--- src/rtl/apb_rr_arbiter.sv ---
// Round-robin arbiter that shares one APB master port among NUM_REQ requesters.
// It runs the SETUP/ACCESS sequence for the winner and aborts the transfer if the slave stalls too long.
module apb_rr_arbiter #(
  parameter int NUM_REQ = 4,
  parameter int ADDR_W  = 32,
  parameter int DATA_W  = 32,
  parameter int TIMEOUT = 16
) (
  input  logic                      clk,
  input  logic                      reset,
  input  logic [NUM_REQ-1:0]        req_i,
  input  logic [NUM_REQ*ADDR_W-1:0] req_addr_i,
  input  logic [NUM_REQ-1:0]        req_write_i,
  input  logic [NUM_REQ*DATA_W-1:0] req_wdata_i,
  output logic [NUM_REQ-1:0]        gnt_o,
  output logic [NUM_REQ-1:0]        done_o,
  output logic [DATA_W-1:0]         rdata_o,
  output logic                      err_o,
  output logic                      psel_o,
  output logic                      penable_o,
  output logic                      pwrite_o,
  output logic [ADDR_W-1:0]         paddr_o,
  output logic [DATA_W-1:0]         pwdata_o,
  input  logic [DATA_W-1:0]         prdata_i,
  input  logic                      pready_i,
  input  logic                      pslverr_i
);

  localparam int IDX_W = $clog2(NUM_REQ);
  localparam int CNT_W = (TIMEOUT > 0) ? $clog2(TIMEOUT + 1) : 1;
  localparam logic [CNT_W-1:0] TO_CNT = CNT_W'(TIMEOUT);

  typedef enum logic [1:0] {IDLE, SETUP, ACCESS} state_t;

  state_t               state_q, state_d;
  logic [IDX_W-1:0]     last_q, last_d;
  logic [IDX_W-1:0]     owner_q, owner_d;
  logic [CNT_W-1:0]     cnt_q, cnt_d;
  logic [CNT_W-1:0]     cnt_inc;
  logic [ADDR_W-1:0]    paddr_q, paddr_d;
  logic                 pwrite_q, pwrite_d;
  logic [DATA_W-1:0]    pwdata_q, pwdata_d;
  logic [DATA_W-1:0]    rdata_q, rdata_d;
  logic                 err_q, err_d;
  logic [NUM_REQ-1:0]   done_q, done_d;
  logic [IDX_W:0]       pick;
  logic [IDX_W-1:0]     win;
  logic                 found;

  // Returns {found, index} of the first requester strictly after 'last', wrapping.
  function automatic logic [IDX_W:0] rr_pick(input logic [NUM_REQ-1:0] req,
                                             input logic [IDX_W-1:0]   last);
    logic [IDX_W:0] res;
    int             idx;
    res = '0;
    for (int k = 1; k <= NUM_REQ; k++) begin
      idx = int'(last) + k;
      if (idx >= NUM_REQ) idx = idx - NUM_REQ;
      if (!res[IDX_W] && req[IDX_W'(idx)]) res = {1'b1, IDX_W'(idx)};
    end
    return res;
  endfunction

  assign pick    = rr_pick(req_i, last_q);
  assign win     = pick[IDX_W-1:0];
  assign found   = pick[IDX_W];
  assign cnt_inc = cnt_q + CNT_W'(1);

  always_comb begin
    state_d  = state_q;
    last_d   = last_q;
    owner_d  = owner_q;
    cnt_d    = cnt_q;
    paddr_d  = paddr_q;
    pwrite_d = pwrite_q;
    pwdata_d = pwdata_q;
    rdata_d  = rdata_q;
    err_d    = err_q;
    done_d   = '0;
    case (state_q)
      IDLE: begin
        if (found) begin
          paddr_d  = req_addr_i[int'(win)*ADDR_W +: ADDR_W];
          pwdata_d = req_wdata_i[int'(win)*DATA_W +: DATA_W];
          pwrite_d = req_write_i[win];
          owner_d  = win;
          last_d   = win;
          cnt_d    = '0;
          state_d  = SETUP;
        end
      end
      SETUP: begin
        state_d = ACCESS;
      end
      ACCESS: begin
        if (pready_i) begin
          rdata_d         = prdata_i;
          err_d           = pslverr_i;
          done_d[owner_q] = 1'b1;
          state_d         = IDLE;
        end else if (TIMEOUT != 0 && cnt_inc == TO_CNT) begin
          // Abort fires at equality, so the counter never wraps.
          rdata_d         = '0;
          err_d           = 1'b1;
          done_d[owner_q] = 1'b1;
          state_d         = IDLE;
        end else if (TIMEOUT != 0) begin
          cnt_d = cnt_inc;
        end
      end
      default: state_d = IDLE;
    endcase
  end

  always_ff @(posedge clk or posedge reset) begin
    if (reset) begin
      state_q  <= IDLE;
      last_q   <= IDX_W'(NUM_REQ - 1);
      owner_q  <= '0;
      cnt_q    <= '0;
      paddr_q  <= '0;
      pwrite_q <= 1'b0;
      pwdata_q <= '0;
      rdata_q  <= '0;
      err_q    <= 1'b0;
      done_q   <= '0;
    end else begin
      state_q  <= state_d;
      last_q   <= last_d;
      owner_q  <= owner_d;
      cnt_q    <= cnt_d;
      paddr_q  <= paddr_d;
      pwrite_q <= pwrite_d;
      pwdata_q <= pwdata_d;
      rdata_q  <= rdata_d;
      err_q    <= err_d;
      done_q   <= done_d;
    end
  end

  // Grant is combinational in IDLE; held off while reset is asserted so outputs read 0.
  assign gnt_o     = (state_q == IDLE && found && !reset) ? (NUM_REQ'(1) << win) : '0;
  assign done_o    = done_q;
  assign rdata_o   = rdata_q;
  assign err_o     = err_q;
  assign psel_o    = (state_q != IDLE);
  assign penable_o = (state_q == ACCESS);
  assign pwrite_o  = pwrite_q;
  assign paddr_o   = paddr_q;
  assign pwdata_o  = pwdata_q;

endmodule

--- config.mk ---
export PLATFORM = sky130hd
export DESIGN_NAME = apb_rr_arbiter
export DESIGN_NICKNAME = d
export VERILOG_FILES = /design/src/rtl/apb_rr_arbiter.sv
export SDC_FILE = /design/constraint.sdc
export NUM_CORES = 1
export LEC_CHECK = 0
export BUFFER_PORTS_ARGS = -buffer_cell sky130_fd_sc_hd__buf_2
export CORE_ASPECT_RATIO = 0.7
export CORE_MARGIN = 4
export CORE_UTILIZATION = 25
export DETAILED_ROUTE_END_ITERATION = 7
export PLACE_DENSITY_LB_ADDON = 0.25
export REMOVE_ABC_BUFFERS = 1
export SLEW_MARGIN = 5
export SYNTH_ARGS = -nofsm -noshare
export SYNTH_HDL_FRONTEND = slang
export SYNTH_SLANG_ARGS = --single-unit
export TNS_END_PERCENT = 1
--- constraint.sdc ---
create_clock -name clk -period 3.5 [get_ports clk]
set_input_delay 0.35 -clock clk [delete_from_list [all_inputs] [get_ports clk]]
set_output_delay 0.35 -clock clk [all_outputs]
set_load 0.005 [all_outputs]
==> results.py <==
metrics = {
    "grt": {
        "grt-busiest-layer": "met2",
        "grt_first_pass_wirelength_mm": 37.8,
        "track_usage_pct": 17.4,
        "met1_usage_pct": 23.4,
        "grt_pass1_vias": 6621,
        "grt_max_degree": 76,
        "grt_util_met3_pct": 4.25,
        "grt_overflow": 0,
        "use_met2_pct": 28.3,
        "antenna_found_initial": 0,
    },
    "place": {
        "gp_congestion": 0.806,
        "dp_slack_ps": 823,
        "numPortBuffers": 407,
        "post_dp_cell_area_um2": 8480,
        "dp_hpwl_mm": 18.5,
    },
    "power_and_ir_drop": {
        "net-switching-power_mw": 3.18,
        "irDropWorstVdd_v": 0.000411,
        "swShare_pct": 39.7,
        "p_seq_share_pct": 29.4,
        "clockPowerShare_pct": 23.5,
        "p_leak_nw": 4.53,
        "intPower_mw": 4.83,
        "pwr-share-comb_pct": 47.1,
        "p_per_area_nw_per_um2": 877,
    },
    "synthesis": {
        "ys_seq_elements": 113,
        "synth.distinct_cells": 48,
        "ys_seq_area_share_pct": 45.9,
        "synthTopCellsByArea": "dfrtp_1 45%, mux2i_1 11%, a221oi_1 9.1%",
        "syn_area_um2": 6160,
        "synth_ff_type": "dfrtp_1",
        "synthArstFlopShare_pct": 100,
        "syn_area_per_cell_um2": 9.94,
        "synth_edf_count": 0,
        "ys_warn_count": 0,
        "synth_top_cell_area_share_pct": 45.1,
        "synth_top_area_cell": "dfrtp_1",
        "synth_cells": 620,
    },
    "critical_path": {
        "worst_r2r_path_depth": 6,
        "slowest_delay_ps": 730,
        "cp_cell_sequence": "or2_1 > a21o_2 > inv_4 > and4_1 > buf_2",
        "startpoint_type": "flop",
        "crit_slowest_cell": "a21o_2",
        "crit_fanout": 42,
        "cp_top_family": "compound AO/OA/AOI/OAI gates",
        "crit_arrival_ps": 2450,
        "ff2ff_setup_slack_ps": 980,
        "path_depth": 5,
        "critPathRequiredTime_ps": 3150,
        "end_kind": "output pin",
        "r2r-end": "pwdata_o[4]",
        "critical_path.endpoint": "gnt_o[1]",
        "critPathKind": "flop to output pin",
        "startpoint": "state_q[1]",
        "timing.rr.start": "state_q[0]",
        "cp_num_buf_inv": 2,
    },
    "timing": {
        "finalHoldViolCount": 0,
        "worstMarginPinSlew_ps": 938,
        "fin_crit_ps": 2800,
        "drv_slew": 0,
        "relSlewSlack_pct": 37.5,
        "fin_skew_ps": 13.7,
        "max_freq_mhz": 357,
        "rsz0062_at_grt": "false",
        "setup_ws_ps": 700,
        "setup_viol": 0,
        "finalCritPeriodShare_pct": 80.0,
    },
    "route": {
        "drt_iter0_drc": 320,
        "num_vias": 6649,
        "final_antenna_net_count": 0,
        "drcViolationCount": 0,
        "wl_mm": 24.7,
        "wire_per_inst_um": 18.6,
        "vias_per_cell": 5.00,
        "dr.pass1.iters": 5,
    },
    "finish": {
        "fin_nets": 1302,
        "syn2layout_area_growth_pct": 48.2,
        "n_antenna_cell": 0,
        "nFillCells": 2414,
        "post-route-util_pct": 38.1,
        "fin_area_um2": 9130,
        "drive_gt1_share_pct": 45.7,
    },
    "floorplan": {
        "fp.dieW_um": 196,
        "fp.dieH_um": 139,
        "core_um2": 23900,
        "core.rowCount": 47,
        "start_util_pct": 25.7,
        "io_pins": 408,
        "die-area_um2": 27300,
    },
    "job": {
        "drv_cap": 0,
    },
    "run_status": {
        "status": "finished, final reports clean",
    },
    "clock_network": {
        "ctsHoldBuffers": 0,
        "h-tree-depth": 4,
        "clk_latency_ps": 420,
        "clkSinkCount": 113,
        "clkTransAtPathRegs_ps": 50,
        "cts_buffer_depth": 2,
        "cts_setup_buffers": 0,
        "post_cts_resized": 0,
        "cts-root-buf": "clkbuf_16",
        "cts_made_buffers": 17,
        "tritoncts": "done",
    },
    "worst_hold_path": {
        "hold_class": "input port to asynchronous set/reset pin",
    },
}
per-layer routing:
metal | up-vias | routed length, um | part of all wire [%]
met2 | 248 | 12200 | 49
met3 | 17 | 1390 | 5.6
met5 | - | 0 | 0
li1 | 3180 | - | -
met4 | 0 | 264 | 1.1
met1 | 3204 | 10900 | 44
worst register-to-register path, stage by stage, from the launching register on:
cell     delay [ps]
dfrtp_1         370
or2_1           280
a21o_2          510
inv_4           450
buf_4           510
o21ai_0         190
o22ai_1         140
flip-flops by register name, indices dropped and copies added (netlist names):
name	count
paddr_o	32
pwdata_o	32
rdata_o	32
cnt_q	5
done_o	4
last_q	2
owner_q	2
state_q	2
err_o	1
pwrite_o	1
power by group through the flow:
stage | combinational (mW) | sequential [mW] | clock (mW)
after CTS | 3.82 | 2.35 | 1.94
after global routing | 4.17 | 2.45 | 2.01
after floorplan | 2.25 | 2.37 | 0
after global placement | 3.76 | 2.36 | 0
after detailed placement | 3.81 | 2.36 | 0
final | 3.77 | 2.35 | 1.88
through the flow:
step / TNS [ps] / instances / total power [mW] / hold WS, ps
after floorplan: -131960 / 560 / 4.62 / 439
after global placement: 0 / 1299 / 6.12 / 464
after detailed placement: 0 / 1299 / 6.17 / 460
after CTS: 0 / 1331 / 8.12 / 4.26
after global routing: 0 / 1331 / 8.64 / 31.3
final: 0 / 1331 / 8.01 / 6.78
logic make-up (layout without fill, tap and decap cells):
group	count (synthesis)	after routing	share of synthesized area, %
flip-flops	113	113	45.9
AO/OA/AOI/OAI	257	257	29.4
AND/OR/NAND/NOR	107	107	7.60
multiplexers	69	69	11.2
buffers and inverters	70	463	5.20
adder cells (fa/ha/maj)	2	2	0.406
XOR/XNOR	2	2	0.284
worst min path at each step:
stage / start / end / slack (ps) / cells after the start
final: reset / paddr_o[23] / 7 / 2
after detailed placement: reset / paddr_o[23] / 460 / 2
after global routing: reset / pwdata_o[22] / 30 / 2
after CTS: reset / pwdata_o[22] / 4 / 2
after global placement: state_q[1] / state_q[1] / 460 / 1
after floorplan: state_q[1] / state_q[1] / 440 / 1
final cells by class:
cell class | instances | area (um^2) | share of cell area (%)
multi-input combinational | 437 | 3050 | 33.4
sequential | 113 | 2830 | 31.0
clock buffer | 21 | 470 | 5.15
tap | 318 | 398 | 4.36
timing repair buffer | 421 | 2170 | 23.7
clock inverter | 11 | 176 | 1.93
inverter | 10 | 42.5 | 0.466
cells in the mapped netlist (4+ instances only):
cell      count
o22ai_1      65
dfrtp_1     111
nand2_1      13
clkbuf_1     39
a221oi_1     64
buf_2        13
o21ai_0      66
inv_1         8
nor2_1       70
o21ai_1       5
a21oi_1       7
buf_6         4
mux2i_1      69
a22o_1       32
nor3_1        4
cell usage in the layout, fill, tap and decap left out, drive strengths merged, types with 3 or more instances in the layout:
cell and instances:
dfrtp 111, a21oi 7, o22ai 65, nor3 4, clkbuf 21, nor2 70, buf 421, nand2b 3
a221oi 65, nor2b 3, o21ai 73, clkinvlp 4, mux2i 69, a22o 32, bufinv 4, nor3b 3
nand2 13, inv 12
Note: power is estimated with default switching activity, not from simulation.
